`src/rtl/user_proj_pwm_multi.sv`:
```
// Multi-channel PWM generator with a Wishbone register file, shared prescaled
// period counter (edge or center aligned) and shadowed period/duty updates.
module user_proj_pwm_multi #(
  parameter int CHANNELS = 15,
  parameter int WIDTH    = 16,
  parameter int PRE_W    = 8
) (
  input  logic                wb_clk_i,
  input  logic                wb_rst_i,
  input  logic                wbs_cyc_i,
  input  logic                wbs_stb_i,
  input  logic                wbs_we_i,
  input  logic [3:0]          wbs_sel_i,
  input  logic [31:0]         wbs_adr_i,
  input  logic [31:0]         wbs_dat_i,
  output logic [31:0]         wbs_dat_o,
  output logic                wbs_ack_o,
  output logic [CHANNELS-1:0] pwm_out,
  output logic [CHANNELS-1:0] pwm_oeb,
  output logic                irq
);

  localparam logic [5:0] ADR_CTRL   = 6'd0;
  localparam logic [5:0] ADR_PERIOD = 6'd1;
  localparam logic [5:0] ADR_PRE    = 6'd2;
  localparam logic [5:0] ADR_CH_EN  = 6'd3;
  localparam logic [5:0] ADR_POL    = 6'd4;
  localparam logic [5:0] ADR_STATUS = 6'd5;

  function automatic logic [31:0] byte_merge(input logic [31:0] old_v,
                                             input logic [31:0] new_v,
                                             input logic [3:0]  sel);
    logic [31:0] r;
    r = old_v;
    for (int b = 0; b < 4; b++) begin
      if (sel[b]) r[8*b +: 8] = new_v[8*b +: 8];
    end
    return r;
  endfunction

  logic                      ack_q;
  logic [31:0]               dat_q;
  logic [2:0]                ctrl_q;
  logic [WIDTH-1:0]          per_sh_q;
  logic [WIDTH-1:0]          per_act_q;
  logic [PRE_W-1:0]          pre_val_q;
  logic [CHANNELS-1:0]       ch_en_q;
  logic [CHANNELS-1:0]       pol_q;
  logic                      wrap_q;
  logic [PRE_W-1:0]          pre_cnt_q, pre_cnt_d;
  logic [WIDTH-1:0]          cnt_q, cnt_d;
  logic                      dir_down_q, dir_down_d;
  logic                      wrap_evt;
  logic                      update;
  logic                      req, wr;
  logic [5:0]                widx;
  logic [31:0]               rdata;
  logic [CHANNELS*WIDTH-1:0] duty_sh_flat;
  logic                      en, center, tick, status_clr;
  logic                      unused_adr;

  assign en         = ctrl_q[0];
  assign center     = ctrl_q[1];
  assign req        = wbs_cyc_i & wbs_stb_i & ~ack_q;
  assign wr         = req & wbs_we_i;
  assign widx       = wbs_adr_i[7:2];
  assign unused_adr = ^{wbs_adr_i[31:8], wbs_adr_i[1:0]};
  assign tick       = (pre_cnt_q >= pre_val_q);
  assign update     = ~en | wrap_evt;
  assign status_clr = wr & (widx == ADR_STATUS) & wbs_sel_i[0] & wbs_dat_i[0];

  assign wbs_ack_o = ack_q;
  assign wbs_dat_o = dat_q;
  assign pwm_oeb   = '0;
  assign irq       = wrap_q & ctrl_q[2];

  // Counter next state; '>=' comparisons keep it bounded after a mode switch.
  always_comb begin
    pre_cnt_d  = pre_cnt_q;
    cnt_d      = cnt_q;
    dir_down_d = dir_down_q;
    wrap_evt   = 1'b0;
    if (!en) begin
      pre_cnt_d  = '0;
      cnt_d      = '0;
      dir_down_d = 1'b0;
    end else begin
      pre_cnt_d = tick ? '0 : pre_cnt_q + 1'b1;
      if (tick) begin
        if (!center) begin
          dir_down_d = 1'b0;
          if (cnt_q >= per_act_q) begin
            cnt_d    = '0;
            wrap_evt = 1'b1;
          end else begin
            cnt_d = cnt_q + 1'b1;
          end
        end else if (per_act_q == '0) begin
          cnt_d      = '0;
          dir_down_d = 1'b0;
          wrap_evt   = 1'b1;
        end else if (!dir_down_q) begin
          if (cnt_q >= per_act_q) begin
            cnt_d      = per_act_q - 1'b1;
            dir_down_d = 1'b1;
          end else begin
            cnt_d = cnt_q + 1'b1;
          end
        end else begin
          if (cnt_q == '0) begin
            cnt_d      = WIDTH'(1);
            dir_down_d = 1'b0;
            wrap_evt   = 1'b1;
          end else begin
            cnt_d = cnt_q - 1'b1;
          end
        end
      end
    end
  end

  always_ff @(posedge wb_clk_i) begin
    if (wb_rst_i) begin
      pre_cnt_q  <= '0;
      cnt_q      <= '0;
      dir_down_q <= 1'b0;
      per_act_q  <= '0;
      wrap_q     <= 1'b0;
    end else begin
      pre_cnt_q  <= pre_cnt_d;
      cnt_q      <= cnt_d;
      dir_down_q <= dir_down_d;
      if (update) per_act_q <= per_sh_q;
      if (wrap_evt) wrap_q <= 1'b1;
      else if (status_clr) wrap_q <= 1'b0;
    end
  end

  always_ff @(posedge wb_clk_i) begin
    if (wb_rst_i) begin
      ctrl_q    <= '0;
      per_sh_q  <= '0;
      pre_val_q <= '0;
      ch_en_q   <= '0;
      pol_q     <= '0;
    end else if (wr) begin
      case (widx)
        ADR_CTRL:   ctrl_q    <= 3'(byte_merge(32'(ctrl_q), wbs_dat_i, wbs_sel_i));
        ADR_PERIOD: per_sh_q  <= WIDTH'(byte_merge(32'(per_sh_q), wbs_dat_i, wbs_sel_i));
        ADR_PRE:    pre_val_q <= PRE_W'(byte_merge(32'(pre_val_q), wbs_dat_i, wbs_sel_i));
        ADR_CH_EN:  ch_en_q   <= CHANNELS'(byte_merge(32'(ch_en_q), wbs_dat_i, wbs_sel_i));
        ADR_POL:    pol_q     <= CHANNELS'(byte_merge(32'(pol_q), wbs_dat_i, wbs_sel_i));
        default: ;
      endcase
    end
  end

  always_comb begin
    rdata = '0;
    case (widx)
      ADR_CTRL:   rdata = 32'(ctrl_q);
      ADR_PERIOD: rdata = 32'(per_sh_q);
      ADR_PRE:    rdata = 32'(pre_val_q);
      ADR_CH_EN:  rdata = 32'(ch_en_q);
      ADR_POL:    rdata = 32'(pol_q);
      ADR_STATUS: rdata = 32'(wrap_q);
      default: begin
        for (int i = 0; i < CHANNELS; i++) begin
          if (widx == 6'(8 + i)) rdata = 32'(duty_sh_flat[i*WIDTH +: WIDTH]);
        end
      end
    endcase
  end

  // Single-cycle ack; read data is only non-zero during the ack cycle.
  always_ff @(posedge wb_clk_i) begin
    if (wb_rst_i) begin
      ack_q <= 1'b0;
      dat_q <= '0;
    end else begin
      ack_q <= req;
      dat_q <= (req && !wbs_we_i) ? rdata : '0;
    end
  end

  for (genvar gi = 0; gi < CHANNELS; gi++) begin : g_ch
    logic [WIDTH-1:0] duty_sh_q;
    logic [WIDTH-1:0] duty_act_q;
    logic             pwm_q;

    always_ff @(posedge wb_clk_i) begin
      if (wb_rst_i) begin
        duty_sh_q  <= '0;
        duty_act_q <= '0;
        pwm_q      <= 1'b0;
      end else begin
        if (wr && widx == 6'(8 + gi))
          duty_sh_q <= WIDTH'(byte_merge(32'(duty_sh_q), wbs_dat_i, wbs_sel_i));
        if (update) duty_act_q <= duty_sh_q;
        pwm_q <= (en & ch_en_q[gi] & (cnt_q < duty_act_q)) ^ pol_q[gi];
      end
    end

    assign duty_sh_flat[gi*WIDTH +: WIDTH] = duty_sh_q;
    assign pwm_out[gi] = pwm_q;
  end

endmodule

```
`config.mk`:
```
export PLATFORM = sky130hd
export DESIGN_NAME = user_proj_pwm_multi
export DESIGN_NICKNAME = d
export VERILOG_FILES = /design/src/rtl/user_proj_pwm_multi.sv
export SDC_FILE = /design/constraint.sdc
export NUM_CORES = 2
export LEC_CHECK = 0
export CORE_MARGIN = 10
export CORE_UTILIZATION = 63
export CTS_BUF_LIST = sky130_fd_sc_hd__clkbuf_4
export DETAILED_ROUTE_END_ITERATION = 6
export PLACE_DENSITY = 0.82
export SKIP_LAST_GASP = 1
export SLEW_MARGIN = 30
export SYNTH_ARGS = -nofsm -noshare
export SYNTH_HDL_FRONTEND = slang
export SYNTH_SLANG_ARGS = --single-unit
```
`constraint.sdc`:
```
create_clock -name wb_clk_i -period 4.15 [get_ports wb_clk_i]
set_clock_uncertainty 0.1 [all_clocks]
set_input_delay 1.0375 -clock wb_clk_i [delete_from_list [all_inputs] [get_ports wb_clk_i]]
set_output_delay 1.0375 -clock wb_clk_i [all_outputs]
set_load 0.01 [all_outputs]
```
After elaboration in Yosys (flattened, before gate mapping) --
Cells that the tools add are included.
Word-level totals: register bits after elaboration 627, input port bits 73
Cells by class: add/subtract/negate cells 4, $lt $le $gt $ge 17, eq/ne operators 20, muxes and demuxes 35, bitwise operators 56, reductions and logical operators 62
Operators by type and width (count):
- 32-bit two-way mux | 14
- 16-bit less-than comparator | 15
- 32-bit one-hot mux with 6 select lines | 1
- 16-bit two-way mux | 7
- 2-bit AND reduction | 30
- 6-bit by 4-bit == test with 1-bit output (second input constant) | 8
- 6-bit by 5-bit == test with 1-bit output (second input constant) | 7
- 1-bit AND | 37
- 16-bit logical NOT | 2
- 16-bit by 1-bit subtractor with 16-bit output (second input constant) | 2
- 3-bit AND reduction | 8
- 16-bit by 1-bit adder with 16-bit output (second input constant) | 1
- 16-bit greater-or-equal comparator | 1
- 1-bit logical AND | 16
- 1-bit XOR | 15
- 1-bit two-way mux | 13
- 6-bit by 2-bit == test with 1-bit output (second input constant) | 2
- 6-bit by 3-bit == test with 1-bit output (second input constant) | 2
- 8-bit by 1-bit adder with 8-bit output (second input constant) | 1
- 8-bit greater-or-equal comparator | 1
- 6-bit by 1-bit == test with 1-bit output (second input constant) | 1
- 6-bit logical NOT | 1
- 2-bit OR reduction | 2
- 1-bit NOT | 3
- other kinds (4) | 4

Logic depth before layout (Yosys ltp) --
depth in word-level cells 17, mapped depth 12, gate-level depth less buffers 10

Least setup slack after synthesis --
No wires, ideal clock.
path kind input to register, from input wbs_adr_i[6], to register dat_q[5] (netlist: wbs_dat_o[5]), arrival 3104 ps, required time 3958 ps, setup slack 853 ps, stages 9, path through or2_2 clkbuf_1 clkbuf_1 nor3_1 clkbuf_1 a221oi_1 a211oi_1 nor2_1 o32ai_1
Between the ends: cells in the longest elaborated chain, start to end 17
RTL lines:
- from (decl) | line 14 | input logic [31:0] wbs_adr_i,
- 6-bit by 4-bit == test with 1-bit output | line 169 | if (widx == 6'(8 + i)) rdata = 32'(duty_sh_flat[i*WIDTH +: WIDTH]);
- 16-bit two-way mux | line 169
- 32-bit two-way mux (14 in a row) | line 169
- 32-bit one-hot mux with 6 select lines * | line 160 | case (widx)
- to (signal assigned) | line 182 | dat_q <= (req && !wbs_we_i) ? rdata : '0;
- to (decl) | line 42 | logic [31:0] dat_q;
Mark *: on every way between the ends. The rest lies on a longest branch, timed or not. A chain may end at the register's enable or synchronous reset.

Worst setup path after layout --
from register cnt_q[0], to register g_ch[4].duty_act_q[3]
Between the ends: cells in the longest elaborated chain, start to end 8
RTL lines:
- from (decl) | line 51 | logic [WIDTH-1:0] cnt_q, cnt_d;
- from (signal assigned) | line 131 | cnt_q <= cnt_d;
- branches (longest 4 deep; another with 16-bit greater-or-equal comparator)
- 1-bit two-way mux * | line 90 | if (!center) begin
- 1-bit two-way mux * | line 89 | if (tick) begin
- 1-bit two-way mux * | line 83 | if (!en) begin
- 1-bit OR * | line 69 | assign update = ~en | wrap_evt;
- to (signal assigned) | line 199 | if (update) duty_act_q <= duty_sh_q;
- to (decl) | line 188 | logic [WIDTH-1:0] duty_act_q;
Every way passes the cells marked *.

==> flow_summary.toml <==
[power]
power.leakage_nw = 12.3
powerDensity_mw_per_mm2 = 332
vdd_drop_max_v = 0.000248
sequentialPowerShare_pct = 51.2
power.internal_mw = 8.63
switchingPower_mw = 2.84
switching_share_pct = 24.8
clkPwrFrac_pct = 45.4
pwr-share-comb_pct = 3.4

[drt]
remaining_drc_errors = 24
viasPerCell = 6.17
wire_per_inst_um = 21.7
ant_nets = 0
wl_um = 109000
drt_iter0_drc = 4174
drtPass1Iterations = 7
via_count = 30900

[global_route]
grt_pass1_vias = 28200
grt_max_degree = 184
grt_overflow = 0
grt_pass1_wl_um = 163000
grt_usage_pct = 35.2
antenna_found_initial = 6

[timing]
finalSetupViolations = 0
fin_crit_sh_pct = 91.1
drv_slew = 0
tns_ns = 0
rsz0062_at_grt = "no"
timing.fmax_mhz = 264
final_hold_viol_count = 0
worst_pin_slew_ns = 0.951
slew_headroom_pct = 36.6
fin_crit_ns = 3.78

[worst_setup_path]
cpPeakStageDelay_ns = 0.68
cp.buffers_inverters = 2
r2r_cells = 10
crit_arrival_ns = 4.65
cp-start-kind = "flip-flop"
timing.rr.start = "cnt_q[0]"
cp_num_cells = 10
path_cells = "inv_1 > ha_1 > nand2b_1 > a2111oi_0 > o311ai_0 > a211oi_2 > o21a_4 > buf_4 > nand2_1 > a21oi_1"
r2r_slack_ns = 0.37
crit_slowest_cell = "a2111oi_0"
criticalPathCategory = "flip-flop to flip-flop"
rr_endpoint = "g_ch[4].duty_act_q[3]"
end_kind = "flip-flop"
crit_required_ns = 5.02
crit_fanout = 35
critPathTopFamily = "compound AO/OA/AOI/OAI gates"

[floorplan]
rows = 81
ios = 137
die_w_um = 243
coreArea_mm2 = 0.0490
die_y_um = 243
initial_core_util_pct = 63.9
fp.dieArea_mm2 = 0.0589

[clock_tree]
numCtsBuffers = 159
cts_tree = "done"
cts_setup_buffers = 0
cts_hold_buf = 0
clk_latency_ns = 1.05
root_buffer = "clkbuf_4"
clock_path_buffers = 3
cts_num_sinks = 611
cts_resized = 0
h-tree-depth = 4
clkTransAtPathRegs_ns = 0.07

[placement]
gp_congestion = 1.03
hpwlAfterDp_um = 72700
dp.cells = 4745
numPortBuffers = 61

[synthesis]
yosys_warnings = 0
yosysSeqAreaShare_pct = 39.1
post_synth_inst_count = 4149
synth_area_mm2 = 0.0313
synthFlopType = "dfxtp_1"
ys_seq_elements = 611
synth.distinct_cells = 67
synthArstFlopShare_pct = 0
synth_edf_count = 0
avgSynthCellArea_um2 = 7.53

[worst_hold_path]
hold_path.class = "input port to flip-flop"
min_from = "wb_rst_i"
min_to = "g_ch[5].pwm_q"
min_delay_path_depth = 2

[cells_and_area]
drive_above_1_share_pct = 9.60
fill_cells = 4104
syn2layout_area_growth_pct = 10.5
layout.nets = 4571
fin_cells = 5013
final_util_pct = 70.6

[job]
max_cap_viol_count = 0

[outcome]
status = "finished, violations left"
violations = "design-rule violations"
## stage by stage
stage / power (mW) / hold WS [ns] / setup WS (ns) / instance area (um2)
after floorplan: 6.22 / 0.332 / 0.853 / 31400
final: 11.5 / 0.341 / 0.369 / 34500
after global placement: 6.37 / 0.338 / 0.200 / 32600
after detailed placement: 6.37 / 0.343 / 0.177 / 32600
after CTS: 11.5 / 0.297 / 0.250 / 34500
after global routing: 11.8 / 0.350 / 0.175 / 34500
## power by group through the flow
stage	registers [mW]	logic [mW]	clock network, mW
final	5.87	0.392	5.21
after global routing	5.87	0.394	5.58
after CTS	5.87	0.366	5.23
after detailed placement	6.00	0.366	0
after global placement	6.00	0.365	0
after floorplan	6.00	0.220	0
## worst max path at each step
stage,from,endpoint,slack (ns)
after floorplan,wbs_adr_i[6],wbs_dat_o[5],0.85
after global placement,wbs_adr_i[7],wbs_dat_o[14],0.20
after detailed placement,wbs_adr_i[7],wbs_dat_o[14],0.18
after CTS,per_act_q[10],g_ch[4].duty_act_q[3],0.25
after global routing,cnt_q[0],g_ch[7].duty_act_q[1],0.17
final,cnt_q[0],g_ch[4].duty_act_q[3],0.37
## cells in the final DEF (no fill, tap or decap), types with 31 or more instances in the layout
| cell | instances |
|---|---|
| inv_1 | 261 |
| xnor2_1 | 35 |
| nand2_1 | 1212 |
| buf_4 | 123 |
| clkbuf_4 | 221 |
| a21o_1 | 53 |
| o21ai_0 | 100 |
| a21oi_1 | 653 |
| nand3_1 | 68 |
| nand4_1 | 33 |
| a22oi_1 | 59 |
| dfxtp_1 | 611 |
| clkdlybuf4s50_1 | 59 |
| conb_1 | 31 |
| ha_1 | 254 |
| nor2_1 | 109 |
## cell families after synthesis
logic type               synth area share, %
adder cells (fa/ha/maj)                 10.2
other                                 0.0120
AND/OR/NAND/NOR                         21.3
multiplexers                           0.376
buffers and inverters                   7.62
flip-flops                              39.1
AO/OA/AOI/OAI                           19.9
XOR/XNOR                                1.46
## sequential cells by signal (all words and copies together) (netlist names)
name             count
g_ch.duty_act_q    240
g_ch.duty_sh_q     240
cnt_q               16
per_act_q           16
per_sh_q            16
wbs_dat_o           16
ch_en_q             15
g_ch.pwm_q          15
pol_q               15
pre_cnt_q            8
pre_val_q            8
ctrl_q               3
dir_down_q           1
wbs_ack_o            1
wrap_q               1
## area by class of cell
cell class                      instances  area [um2]  area share, %
Multi-Input combinational cell       3017       16800           48.7
Inverter                              261         980           2.84
Antenna cell                            7        17.5         0.0507
Sequential cell                       611       12200           35.4
Clock inverter                         38         264          0.764
Clock buffer                          221        1660           4.80
Timing Repair Buffer                  194        1730           5.02
Tap cell                              664         831           2.41
## per-layer routing
layer	track usage (%)	part of all wire [%]	wire length [um]	vias to the layer above
met5	0	0	0	-
met4	20.3	6.2	6740	0
met3	9.26	13	14300	466
met2	53.1	43	46700	2004
met1	45.0	38	41200	14200
li1	-	-	-	14200
## cells in the mapped netlist (all sizes together) (4+ instances only)
cell | count | share of area (%)
nand2 | 1213 | 15
a21oi | 653 | 10
dfxtp | 611 | 39
inv | 261 | 3.1
ha | 254 | 10
clkbuf | 183 | 2.2
nor2 | 110 | 1.3
buf | 108 | 2.3
o21ai | 102 | 1.7
nand3 | 68 | 1.1
a22oi | 59 | 1.4
a21o | 53 | 1.3
xnor2 | 35 | 0.98
nand4 | 33 | 0.66
nor3 | 32 | 0.51
nor2b | 29 | 0.58
nand2b | 27 | 0.54
a221oi | 24 | 0.67
o22ai | 23 | 0.46
a31oi | 22 | 0.44
a22o | 19 | 0.53
and2 | 18 | 0.36
a211oi | 17 | 0.42
xor2 | 17 | 0.48
or3 | 16 | 0.32
o21a | 15 | 0.36
nor4 | 14 | 0.28
o211ai | 14 | 0.34
and3 | 10 | 0.20
o221ai | 10 | 0.28
a222oi | 7 | 0.22
or4 | 7 | 0.19
a2111oi | 6 | 0.17
mux2 | 6 | 0.22
or2 | 6 | 0.12
a211o | 5 | 0.14
a31o | 5 | 0.17
and4b | 5 | 0.16
mux2i | 5 | 0.16
nand3b | 5 | 0.12
o221a | 5 | 0.18
or3b | 5 | 0.14
o32ai | 4 | 0.11
(Power assumes the default switching activity.)
